[config.mk]
export PLATFORM = sky130hd
export DESIGN_NAME = seg7_reader_flat
export DESIGN_NICKNAME = d
export VERILOG_FILES = /design/src/rtl/seg7_reader_if.sv /design/src/rtl/seg7_reader.sv /design/src/flat_wrapper.sv
export SDC_FILE = /design/constraint.sdc
export NUM_CORES = 1
export LEC_CHECK = 0
export CAP_MARGIN = 5
export CELL_PAD_IN_SITES_DETAIL_PLACEMENT = 1
export CELL_PAD_IN_SITES_GLOBAL_PLACEMENT = 1
export CORE_MARGIN = 2
export CORE_UTILIZATION = 46
export DETAILED_ROUTE_END_ITERATION = 8
export HOLD_SLACK_MARGIN = 0.02
export PLACE_DENSITY = 0.95
export SLEW_MARGIN = 20
export SYNTH_ARGS = -nofsm -noshare
export SYNTH_HDL_FRONTEND = slang
export SYNTH_SLANG_ARGS = --single-unit
[constraint.sdc]
create_clock -name clk -period 3.7 [get_ports clk]
set_clock_uncertainty 0.1 [all_clocks]
set_input_delay 0.74 -clock clk [delete_from_list [all_inputs] [get_ports clk]]
set_output_delay 0.74 -clock clk [all_outputs]
set_load 0.01 [all_outputs]
[src/rtl/seg7_reader_if.sv]
// rtl/seg7_reader_if.sv - display bus pair in, decoded digits and status out
interface seg7_reader_if;
   logic [6:0] DISP0;
   logic [6:0] DISP1;
   logic [3:0] DIGIT0;
   logic [3:0] DIGIT1;
   logic       VALID;
   logic [1:0] BLANK;
   logic [1:0] ERR;
   logic [7:0] ERR_COUNT;

   modport master (
      output DISP0, DISP1,
      input  DIGIT0, DIGIT1, VALID, BLANK, ERR, ERR_COUNT
   );

   modport slave (
      input  DISP0, DISP1,
      output DIGIT0, DIGIT1, VALID, BLANK, ERR, ERR_COUNT
   );
endinterface

[src/rtl/seg7_reader.sv]
// rtl/seg7_reader.sv - recover hex digits from two active-low 7-segment buses
module seg7_reader #(
   parameter int unsigned STABLE_CYCLES = 4
) (
   input  logic         clk,
   input  logic         reset,
   seg7_reader_if.slave bus
);
   localparam int unsigned      CNT_W      = $clog2(STABLE_CYCLES + 1);
   localparam logic [CNT_W-1:0] CNT_TARGET = CNT_W'(STABLE_CYCLES);
   localparam logic [CNT_W-1:0] CNT_ONE    = CNT_W'(1);

   typedef enum logic {SEARCH, LOCKED} state_t;

   typedef struct packed {
      logic       err;
      logic       blank;
      logic [3:0] digit;
   } dec_t;

   function automatic dec_t decode_seg(input logic [6:0] seg);
      dec_t d;
      d = '0;
      case (seg)
         7'h40:   d.digit = 4'h0;
         7'h79:   d.digit = 4'h1;
         7'h24:   d.digit = 4'h2;
         7'h30:   d.digit = 4'h3;
         7'h19:   d.digit = 4'h4;
         7'h12:   d.digit = 4'h5;
         7'h02:   d.digit = 4'h6;
         7'h78:   d.digit = 4'h7;
         7'h00:   d.digit = 4'h8;
         7'h10:   d.digit = 4'h9;
         7'h08:   d.digit = 4'hA;
         7'h03:   d.digit = 4'hB;
         7'h46:   d.digit = 4'hC;
         7'h21:   d.digit = 4'hD;
         7'h06:   d.digit = 4'hE;
         7'h0E:   d.digit = 4'hF;
         7'h7F:   d.blank = 1'b1;
         default: d.err   = 1'b1;
      endcase
      return d;
   endfunction

   state_t           state_q, state_d;
   logic [CNT_W-1:0] cnt_q, cnt_d;
   logic [13:0]      last_q, last_d;
   logic [13:0]      rep_q, rep_d;
   logic             first_q, first_d;
   logic [3:0]       digit0_q, digit0_d;
   logic [3:0]       digit1_q, digit1_d;
   logic [1:0]       blank_q, blank_d;
   logic [1:0]       err_q, err_d;
   logic [7:0]       err_count_q, err_count_d;
   logic             valid_q, valid_d;

   logic [13:0]      pair_in;
   logic             same;
   logic             counting;
   logic [CNT_W-1:0] cnt_next;
   logic             accept;
   logic             report;
   dec_t             dec0, dec1;

   assign pair_in  = {bus.DISP1, bus.DISP0};
   assign same     = (pair_in == last_q);
   assign dec0     = decode_seg(bus.DISP0);
   assign dec1     = decode_seg(bus.DISP1);

   // A change seen while locked restarts the count with the new pair as sample one,
   // so with STABLE_CYCLES=1 it is accepted on that very edge.
   assign counting = (state_q == SEARCH) || !same;
   assign cnt_next = ((state_q == SEARCH) && same) ? cnt_q + CNT_ONE : CNT_ONE;
   assign accept   = counting && (cnt_next == CNT_TARGET);
   assign report   = accept && (first_q || (pair_in != rep_q));

   always_comb begin
      state_d     = state_q;
      cnt_d       = cnt_q;
      last_d      = last_q;
      rep_d       = rep_q;
      first_d     = first_q;
      digit0_d    = digit0_q;
      digit1_d    = digit1_q;
      blank_d     = blank_q;
      err_d       = err_q;
      err_count_d = err_count_q;
      valid_d     = 1'b0;

      if (counting) begin
         cnt_d   = cnt_next;
         last_d  = pair_in;
         state_d = accept ? LOCKED : SEARCH;
      end

      // Re-locking onto the pair already reported (after a glitch) stays silent.
      if (report) begin
         digit0_d = dec0.digit;
         digit1_d = dec1.digit;
         blank_d  = {dec1.blank, dec0.blank};
         err_d    = {dec1.err, dec0.err};
         rep_d    = pair_in;
         first_d  = 1'b0;
         valid_d  = 1'b1;
         if ((dec0.err || dec1.err) && (err_count_q != 8'hFF)) begin
            err_count_d = err_count_q + 8'd1;
         end
      end
   end

   always_ff @(posedge clk or negedge reset) begin
      if (!reset) begin
         state_q     <= SEARCH;
         cnt_q       <= '0;
         last_q      <= '0;
         rep_q       <= '0;
         first_q     <= 1'b1;
         digit0_q    <= '0;
         digit1_q    <= '0;
         blank_q     <= '0;
         err_q       <= '0;
         err_count_q <= '0;
         valid_q     <= 1'b0;
      end else begin
         state_q     <= state_d;
         cnt_q       <= cnt_d;
         last_q      <= last_d;
         rep_q       <= rep_d;
         first_q     <= first_d;
         digit0_q    <= digit0_d;
         digit1_q    <= digit1_d;
         blank_q     <= blank_d;
         err_q       <= err_d;
         err_count_q <= err_count_d;
         valid_q     <= valid_d;
      end
   end

   assign bus.DIGIT0    = digit0_q;
   assign bus.DIGIT1    = digit1_q;
   assign bus.BLANK     = blank_q;
   assign bus.ERR       = err_q;
   assign bus.ERR_COUNT = err_count_q;
   assign bus.VALID     = valid_q;
endmodule

[src/flat_wrapper.sv]
// flat-port wrapper written by rule: the top's interface ports become plain ports
module seg7_reader_flat 
#(
   parameter int unsigned STABLE_CYCLES = 4
)
  (clk, reset, bus_DISP0, bus_DISP1, bus_DIGIT0, bus_DIGIT1, bus_VALID, bus_BLANK, bus_ERR, bus_ERR_COUNT);
  seg7_reader_if bus_i ();
  input  logic clk;
  input  logic reset;
  input wire logic [$bits(bus_i.DISP0)-1:0] bus_DISP0;
  input wire logic [$bits(bus_i.DISP1)-1:0] bus_DISP1;
  output wire logic [$bits(bus_i.DIGIT0)-1:0] bus_DIGIT0;
  output wire logic [$bits(bus_i.DIGIT1)-1:0] bus_DIGIT1;
  output wire logic [$bits(bus_i.VALID)-1:0] bus_VALID;
  output wire logic [$bits(bus_i.BLANK)-1:0] bus_BLANK;
  output wire logic [$bits(bus_i.ERR)-1:0] bus_ERR;
  output wire logic [$bits(bus_i.ERR_COUNT)-1:0] bus_ERR_COUNT;
  assign bus_i.DISP0 = bus_DISP0;
  assign bus_i.DISP1 = bus_DISP1;
  assign bus_DIGIT0 = bus_i.DIGIT0;
  assign bus_DIGIT1 = bus_i.DIGIT1;
  assign bus_VALID = bus_i.VALID;
  assign bus_BLANK = bus_i.BLANK;
  assign bus_ERR = bus_i.ERR;
  assign bus_ERR_COUNT = bus_i.ERR_COUNT;
  seg7_reader #(.STABLE_CYCLES(STABLE_CYCLES)) u_core (.clk(clk), .reset(reset), .bus(bus_i));
endmodule
-- Word level (Yosys, flattened, before mapping)
Cells that the tools add are included.
- $add $sub $neg: 2
- equal/unequal tests: 36
- muxes and demuxes: 9
- bitwise logic cells: 1
- reduce and logical (&&, ||, !) cells: 13
- operator list (operator ; number):
    case mux 4 bit (15 select lines) ; 2
    equality test 7 bit, second input constant ; 10
    equality test 7 x 5 -> 1 bit, second input constant ; 6
    equality test 7 x 6 -> 1 bit, second input constant ; 6
    OR reduction 17 bit ; 2
    equality test 7 x 2 -> 1 bit, second input constant ; 4
    equality test 7 x 4 -> 1 bit, second input constant ; 4
    equality test 14 bit ; 1
    equality test 7 x 3 -> 1 bit, second input constant ; 2
    logical NOT 7 bit ; 2
    != test 14 bit ; 1
    adder 8 x 1 -> 8 bit, second input constant ; 1
    != test 8 bit, second input constant ; 1
    two-way mux 1 bit ; 6
    logical AND 1 bit ; 4
    adder 3 x 1 -> 3 bit, second input constant ; 1
    equality test 3 bit, second input constant ; 1
    logical OR 1 bit ; 3
    two-way mux 3 bit ; 1
    AND reduction 2 bit ; 1
    logical NOT 1 bit ; 1
    inverter 1 bit ; 1
- register bits after elaboration: 54
- input bits: 16
- output and inout port bits: 21
- word-level logic and storage cells: 72

-- Longest topological paths before layout
Gate-level depths: netlist of the first run.
- depth in word-level cells: 7
- mapped depth: 12
- depth with buffers taken out: 8

-- Worst setup path after synthesis of the first run
Ideal clock, no wire load.
- path type: in2reg
- from: in bus_DISP1[1]
- to: reg u_core.err_count_q[1], in the netlist u_core.bus.ERR_COUNT[1]
- library setup time: 0.128 ns
- arrival time: 2.510 ns
- data required time: 3.472 ns
- setup slack: 0.962 ns
- stages: 8
- buffers on the path: 2
- cell sequence: buf_4 > buf_6 > nand2_1 > a21boi_0 > o21ai_1 > or4_4 > a211oi_4 > mux2_1
- longest elaborated chain between the ends: 7
- elaborated cells on any way between the ends: 32
- those cells by class: eq/ne (19); mux (2); reduce/logical (11)
- ends and longest elaborated chain (item ; line ; source):
    from (decl) ; flat_wrapper.sv:11 ; input wire logic [$bits(bus_i.DISP1)-1:0] bus_DISP1;
    equality test 14 bit ; seg7_reader.sv:68 ; assign same = (pair_in == last_q);
    logical AND 1 bit ; seg7_reader.sv:75 ; assign cnt_next = ((state_q == SEARCH) && same) ? cnt_q + CNT_ONE : CNT_ONE;
    two-way mux 3 bit ; seg7_reader.sv:75 ;
    equality test 3 bit ; seg7_reader.sv:76 ; assign accept = counting && (cnt_next == CNT_TARGET);
    logical AND 1 bit ; seg7_reader.sv:76 ;
    logical AND 1 bit ; seg7_reader.sv:77 ; assign report = accept && (first_q || (pair_in != rep_q));
    AND reduction 2 bit (no source line) * ; -- ;
    to (signal assigned) ; seg7_reader.sv:136 ; err_count_q <= err_count_d;
    to (decl) ; seg7_reader.sv:56 ; logic [7:0] err_count_q, err_count_d;
Mark *: on every way between the ends. The rest lies on a longest branch, timed or not.
A chain may end at the register's enable or synchronous reset.

-- Worst setup path in the final report of the first run
- from: in bus_DISP0[4]
- to: reg u_core.err_count_q[1], in the netlist u_core.bus.ERR_COUNT[1]
- longest elaborated chain between the ends: 7
- elaborated cells on any way between the ends: 32
- those cells by class: eq/ne (19); mux (2); reduce/logical (11)
- ends and longest elaborated chain (item ; line ; source):
    from (decl) ; flat_wrapper.sv:10 ; input wire logic [$bits(bus_i.DISP0)-1:0] bus_DISP0;
    equality test 14 bit ; seg7_reader.sv:68 ;
    logical AND 1 bit ; seg7_reader.sv:75 ;
    two-way mux 3 bit ; seg7_reader.sv:75 ;
    equality test 3 bit ; seg7_reader.sv:76 ;
    logical AND 1 bit ; seg7_reader.sv:76 ;
    logical AND 1 bit ; seg7_reader.sv:77 ;
    AND reduction 2 bit (no source line) * ; -- ;
Marked as above.

==> results.cfg, run 1 <==
[outcome]
status = finished clean

[cts]
h-tree-depth = 2
cts_tree = built
hold_buffers = 0
clock-sinks = 54
clk_pin_slew_ns = 0.11
worstSkewPairLatency_ns = 0.32
ctsResizeCount = 0
clk_path_buf_depth = 2
cts_root_buf = clkbuf_8
cts_buffers = 5
postCtsSetupBuffers = 0

[global_routing]
grt_use_met1_pct = 31.5
grt_use_total_pct = 23.7
grt_max_degree = 40
grt_antenna_before_repair = 0
grt_pass1_wl_um = 13700
grt_pass1_vias = 2708
use_met2_pct = 40.4
grt_use_met3_pct = 3.99
overflow = 0
busiest_layer = met2

[layout]
nNetsFinal = 377
area_growth_syn_to_layout_pct = 16.3
final_util_pct = 55.1
n_antenna_cell = 0
drive_gt1_share_pct = 10.0

[setup_path]
crit_type = input port to register
worst-endpoint-required_ns = 3.81
crit_start = bus_DISP0[4]
setup.worst_path.start_class = input port
critPathArrivalTime_ns = 3.35
endpoint_kind = register
r2r_start = u_core.cnt_q[0]
critPathMaxFanout = 12

[synth]
synth.most_common_cell = nand2_1
syn_area_um2 = 3010
ys_top_cells_by_area = dfrtp_1 44%, nand2_1 7.1%, xor2_1 6.1%
async_flop_share_pct = 100
synth.top_cell.area_share_pct = 44.1
synthCells = 337
ys.flop_type = dfrtp_1
synth-seq-cells = 54
yosys.cell_types.count = 52
synth_sequential_area_ratio_pct = 44.9
synth_top_cell_by_area = dfrtp_1
synth_fp_nets = 355
yosys_warnings = 0
synth_common_cells = 57 x nand2_1, 53 x dfrtp_1, 26 x nor2_1, 22 x clkbuf_1, 21 x xor2_1
avgSynthCellArea_um2 = 8.93
synth_edf_count = 0

[place]
portBuffers = 36
dp_hpwl_um = 5530
dp_slack_ns = 0.129
finalWeightedCongestion = 0.861

[floorplan]
io-pin-count = 37
fp.dieW_um = 84.9
start_util_pct = 47.4
die_area_um2 = 7200
std_cell_rows = 29
core_um2 = 6350
die_h_um = 84.9

[sta]
fin_ws_ns = 0.461
finalCritPeriodShare_pct = 87.5
finalCriticalPeriod_ns = 3.24
setup_viol_count_final = 0
holdWs_ns = 0.391
hold_viol_final = 0
fin_tns_setup_ns = 0
slew-limit-headroom_pct = 40.2
tightest_slew_ns = 0.897
drv_slew = 0
rsz0062_at_grt = no
max_freq_mhz = 309

[power]
p_leak_nw = 1.55
ir_drop_uv = 263
power_density_nw_per_um2 = 308

[detailed_routing]
vias = 2511
routedWlPerCell_um = 18.0
drtPass1Iterations = 4
ant_nets = 0
via_per_inst = 5.75
wl_um = 7880
drtIter0Drc = 189
drcViolationCount = 0

[flow_run]
cap_violations = 0

[worst_hold_path]
hp-start = u_core.bus.DIGIT1[0]
holdCritPathClass = register to register
==> cell type report <==
type                    count  area, um^2
multi-input cells         236        1440
flip-flops and latches     54        1350
inverters                   7        26.3
fillers                   725        2850
well taps                  77        96.3
clock buffers               6        72.6
clock inverters             2        17.5
repair buffers             55         498
==> flip-flops by register name, summed over array words and instances, names as in the netlist <==
signal                flops
u_core.bus.VALID          1
u_core.bus.BLANK          2
u_core.bus.ERR            2
u_core.first_q            1
u_core.bus.ERR_COUNT      8
u_core.bus.DIGIT0         4
u_core.state_q            1
u_core.cnt_q              3
u_core.bus.DIGIT1         4
u_core.rep_q             14
u_core.last_q            14
==> path summary, 6_finish.rpt <==
kind | endpoint | slack [ns] | depth (start not counted)
setup / recovery | u_core.bus.ERR_COUNT[1] | 0.46 | 7
hold / removal | u_core.bus.DIGIT1[0] | 0.39 | 2
setup reg to reg | u_core.bus.ERR_COUNT[1] | 1.07 | 6
hold reg to reg | u_core.bus.DIGIT1[0] | 0.39 | 2
max in group asynchronous | u_core.last_q[0] | 2.30 | 2
min in group asynchronous | u_core.bus.ERR_COUNT[3] | 0.44 | 1
==> per-stage QoR <==
stage | area [um^2] | instances | power (mW)
after CTS | 3500 | 437 | 1.09
after global placement | 3410 | 429 | 0.738
final | 3500 | 437 | 1.08
after global routing | 3500 | 437 | 1.13
after floorplan | 3010 | 337 | 0.693
after detailed placement | 3410 | 429 | 0.746
==> where the power goes <==
| part | total (mW) | internal [mW] | leakage (nW) | switching (mW) |
|---|---|---|---|---|
| logic | 0.135 | 0.0507 | 0.793 | 0.0845 |
| clock network | 0.343 | 0.138 | 0.0458 | 0.205 |
| registers | 0.601 | 0.598 | 0.713 | 0.00373 |
| total | 1.08 | 0.786 | 1.55 | 0.293 |
==> metal layers <==
layer  part of all wire, %  routed length (um)
met5                     0                   0
met4                   1.3                 103
met3                   2.8                 219
met2                    52                4060
met1                    44                3500
==> placed cells by master, fill, tap and decap left out, drive strengths merged, types with 3 or more instances in the layout <==
cell / Yosys / routed
xnor2: 16 / 16
nand4: 5 / 5
nor4bb: 3 / 3
a31oi: 5 / 5
and3: 6 / 6
inv: 7 / 8
mux2: 4 / 4
a21oi: 13 / 13
nand3: 9 / 9
o21ai: 17 / 17
clkbuf: 22 / 6
nor2: 26 / 26
dfrtp: 53 / 53
nand2: 57 / 57
nor3: 4 / 4
xor2: 21 / 21
buf: 18 / 20
a211oi: 6 / 6
clkdlybuf4s50: 0 / 35
nor4: 8 / 8
==> critical path: stages <==
cell and delay (ns):
clkdlybuf4s50_1 0.65, and4b_1 0.35, o211a_1 0.23, a211oi_1 0.26
nand4_1 0.29, a211oi_4 0.45, mux2_1 0.37
==> logic make-up (layout without fill, tap and decap cells) <==
family                   count (synthesis)  count (layout)  synth area share (%)
AO/OA/AOI/OAI                           57              57                  12.5
AND/OR/NAND/NOR                        135             135                  21.8
multiplexers                             5               5                  1.83
XOR/XNOR                                37              37                  10.8
flip-flops                              54              54                  44.9
adder cells (fa/ha/maj)                  2               2                 0.831
buffers and inverters                   47              70                  7.32
Power figures use the tool's default switching activity.
==> inputs of run 2 (changes only) <==
Settings changed: CORE_MARGIN 2 to not set.
==> run 2 against run 1 <==
  * Via count increased by 1.7%
  * Clock power about the same
  * Sequential share of layout area stayed put
  * Critical path depth did not move
  * Maximum frequency shrank 0.58%
  * Setup slack got worse by 0.019 ns
==> results.cfg, run 2 (same netlist as run 1, synthesis figures left out) <==
[power]
pwr-share-seq_pct = 55.7
power_density_nw_per_um2 = 308
p_int_mw = 0.787
p_comb_share_pct = 12.6
ir_drop_uv = 226
power.switching_mw = 0.292
clockPowerShare_pct = 31.6
swShare_pct = 27.1
p_leak_nw = 1.55

[detailed_routing]
dr.max_layer_used = met4
m1WireLength_um = 3360
drcViolationCount = 0
wl_um = 8260
routedWlPerCell_um = 18.9
drtPass1Iterations = 4
drtIter0Drc = 139
wl_met3_um = 313
wl_met2_um = 4300
ant_nets = 0
vias = 2553
via_per_inst = 5.84

[setup_path]
crit_type = input port to register
endpoint_kind = register
cpPeakStageDelay_ns = 0.63
cp_slowest_cell = clkdlybuf4s50_1
worst-endpoint-required_ns = 3.81
critPathMaxFanout = 13
setup.worst_path.start_class = input port
crit_path_cell_trace = clkdlybuf4s50_1 -> xor2_1 -> nor4_1 -> nand4_1 -> a211o_1 -> a211oi_4 -> mux2_1
critPathArrivalTime_ns = 3.36

[layout]
final_util_pct = 55.1
multi_input_area_um2 = 1440
nNetsFinal = 377
nFillCells = 750
n_antenna_cell = 0
design_area_um2 = 3500
final_common_cell = nand2_1
regArea_um2 = 1350
mostFrequentLayoutCells = 57 x nand2_1, 53 x dfrtp_1, 35 x clkdlybuf4s50_1
area_growth_syn_to_layout_pct = 16.3
drive_gt1_share_pct = 10.0

[sta]
holdWs_ns = 0.325
rsz0062_at_grt = no
drv_slew = 0
setup_viol_count_final = 0
fin_tns_setup_ns = 0
max_freq_mhz = 307
slew-limit-headroom_pct = 58.6
hold_viol_final = 0
finalCriticalPeriod_ns = 3.26
tightest_slew_ns = 0.621
finalCritPeriodShare_pct = 88.0

[flow_run]
cap_violations = 0

[cts]
cts_root_buf = clkbuf_8
clk_path_buf_depth = 2
cts_tree = built
cts_buffers = 5
clock-sinks = 54
postCtsSetupBuffers = 0
worstSkewPairLatency_ns = 0.31
hold_buffers = 0
ctsResizeCount = 0
h-tree-depth = 2
clk_pin_slew_ns = 0.10

[floorplan]
die_area_um2 = 6870
core_um2 = 6350
fp.dieW_um = 82.9
die_h_um = 82.9
io-pin-count = 37
std_cell_rows = 29
start_util_pct = 47.4

[outcome]
status = finished clean

[global_routing]
grt_max_degree = 30
overflow = 0
grt_antenna_before_repair = 0
grt_pass1_wl_um = 14100
grt_pass1_vias = 2790
grt_use_total_pct = 25.9

[place]
dp_hpwl_um = 6030
post_dp_cell_area_um2 = 3410
portBuffers = 36
finalWeightedCongestion = 0.838

[worst_hold_path]
holdCritPathClass = input port to asynchronous set/reset pin
## run 2: power by group through the flow
stage / Clock, mW / Combinational [mW] / Sequential (mW)
4_1_cts: 0.348 / 0.136 / 0.601
5_1_grt: 0.372 / 0.150 / 0.602
3_3_place_gp: 0 / 0.127 / 0.612
3_5_place_dp: 0 / 0.134 / 0.613
2_1_floorplan: 0 / 0.0808 / 0.612
6_report: 0.341 / 0.136 / 0.601
## run 2: layout make-up
cell class / instances / share of cell area [%]
Multi-Input combinational cell: 236 / 41.0
Sequential cell: 54 / 38.6
Timing Repair Buffer: 55 / 14.2
Tap cell: 77 / 2.75
Clock buffer: 6 / 2.07
Inverter: 7 / 0.751
Clock inverter: 2 / 0.501
## run 2: metal layers
layer	GRT usage, %	vias to the layer above
met3	4.27	23
met2	45.6	80
met4	12.4	0
met5	0	-
li1	-	1176
met1	30.7	1274
## run 2: final timing paths
| check | start | to | slack [ns] | cells past startpoint |
|---|---|---|---|---|
| worst max-delay path | bus_DISP1[1] | u_core.bus.ERR_COUNT[1] | 0.44 | 7 |
| worst min-delay path | reset | u_core.bus.ERR_COUNT[6] | 0.32 | 1 |
| worst max register to register | u_core.cnt_q[0] | u_core.bus.ERR_COUNT[1] | 1.09 | 7 |
| worst min register to register | u_core.bus.DIGIT0[0] | u_core.bus.DIGIT0[0] | 0.38 | 1 |
| max in group asynchronous | reset | u_core.first_q | 2.33 | 2 |
| min in group clk | u_core.bus.DIGIT0[0] | u_core.bus.DIGIT0[0] | 0.38 | 1 |
## run 2: through the flow
| step | setup WS, ns | std cells | power (mW) |
|---|---|---|---|
| after floorplan | 0.962 | 337 | 0.693 |
| after global placement | 0.297 | 429 | 0.739 |
| after detailed placement | 0.117 | 429 | 0.747 |
| after CTS | 0.448 | 437 | 1.09 |
| after global routing | 0.322 | 437 | 1.12 |
| final | 0.442 | 437 | 1.08 |
## run 2: critical path: cells and delay by family
kind | cells | cell delay (ns)
muxes | 1 | 0.36
xor gates and xnor gates | 1 | 0.26
AOI/OAI and AO/OA | 2 | 0.77
buffers and inverters | 1 | 0.63
and+or+nand+nor | 2 | 0.61
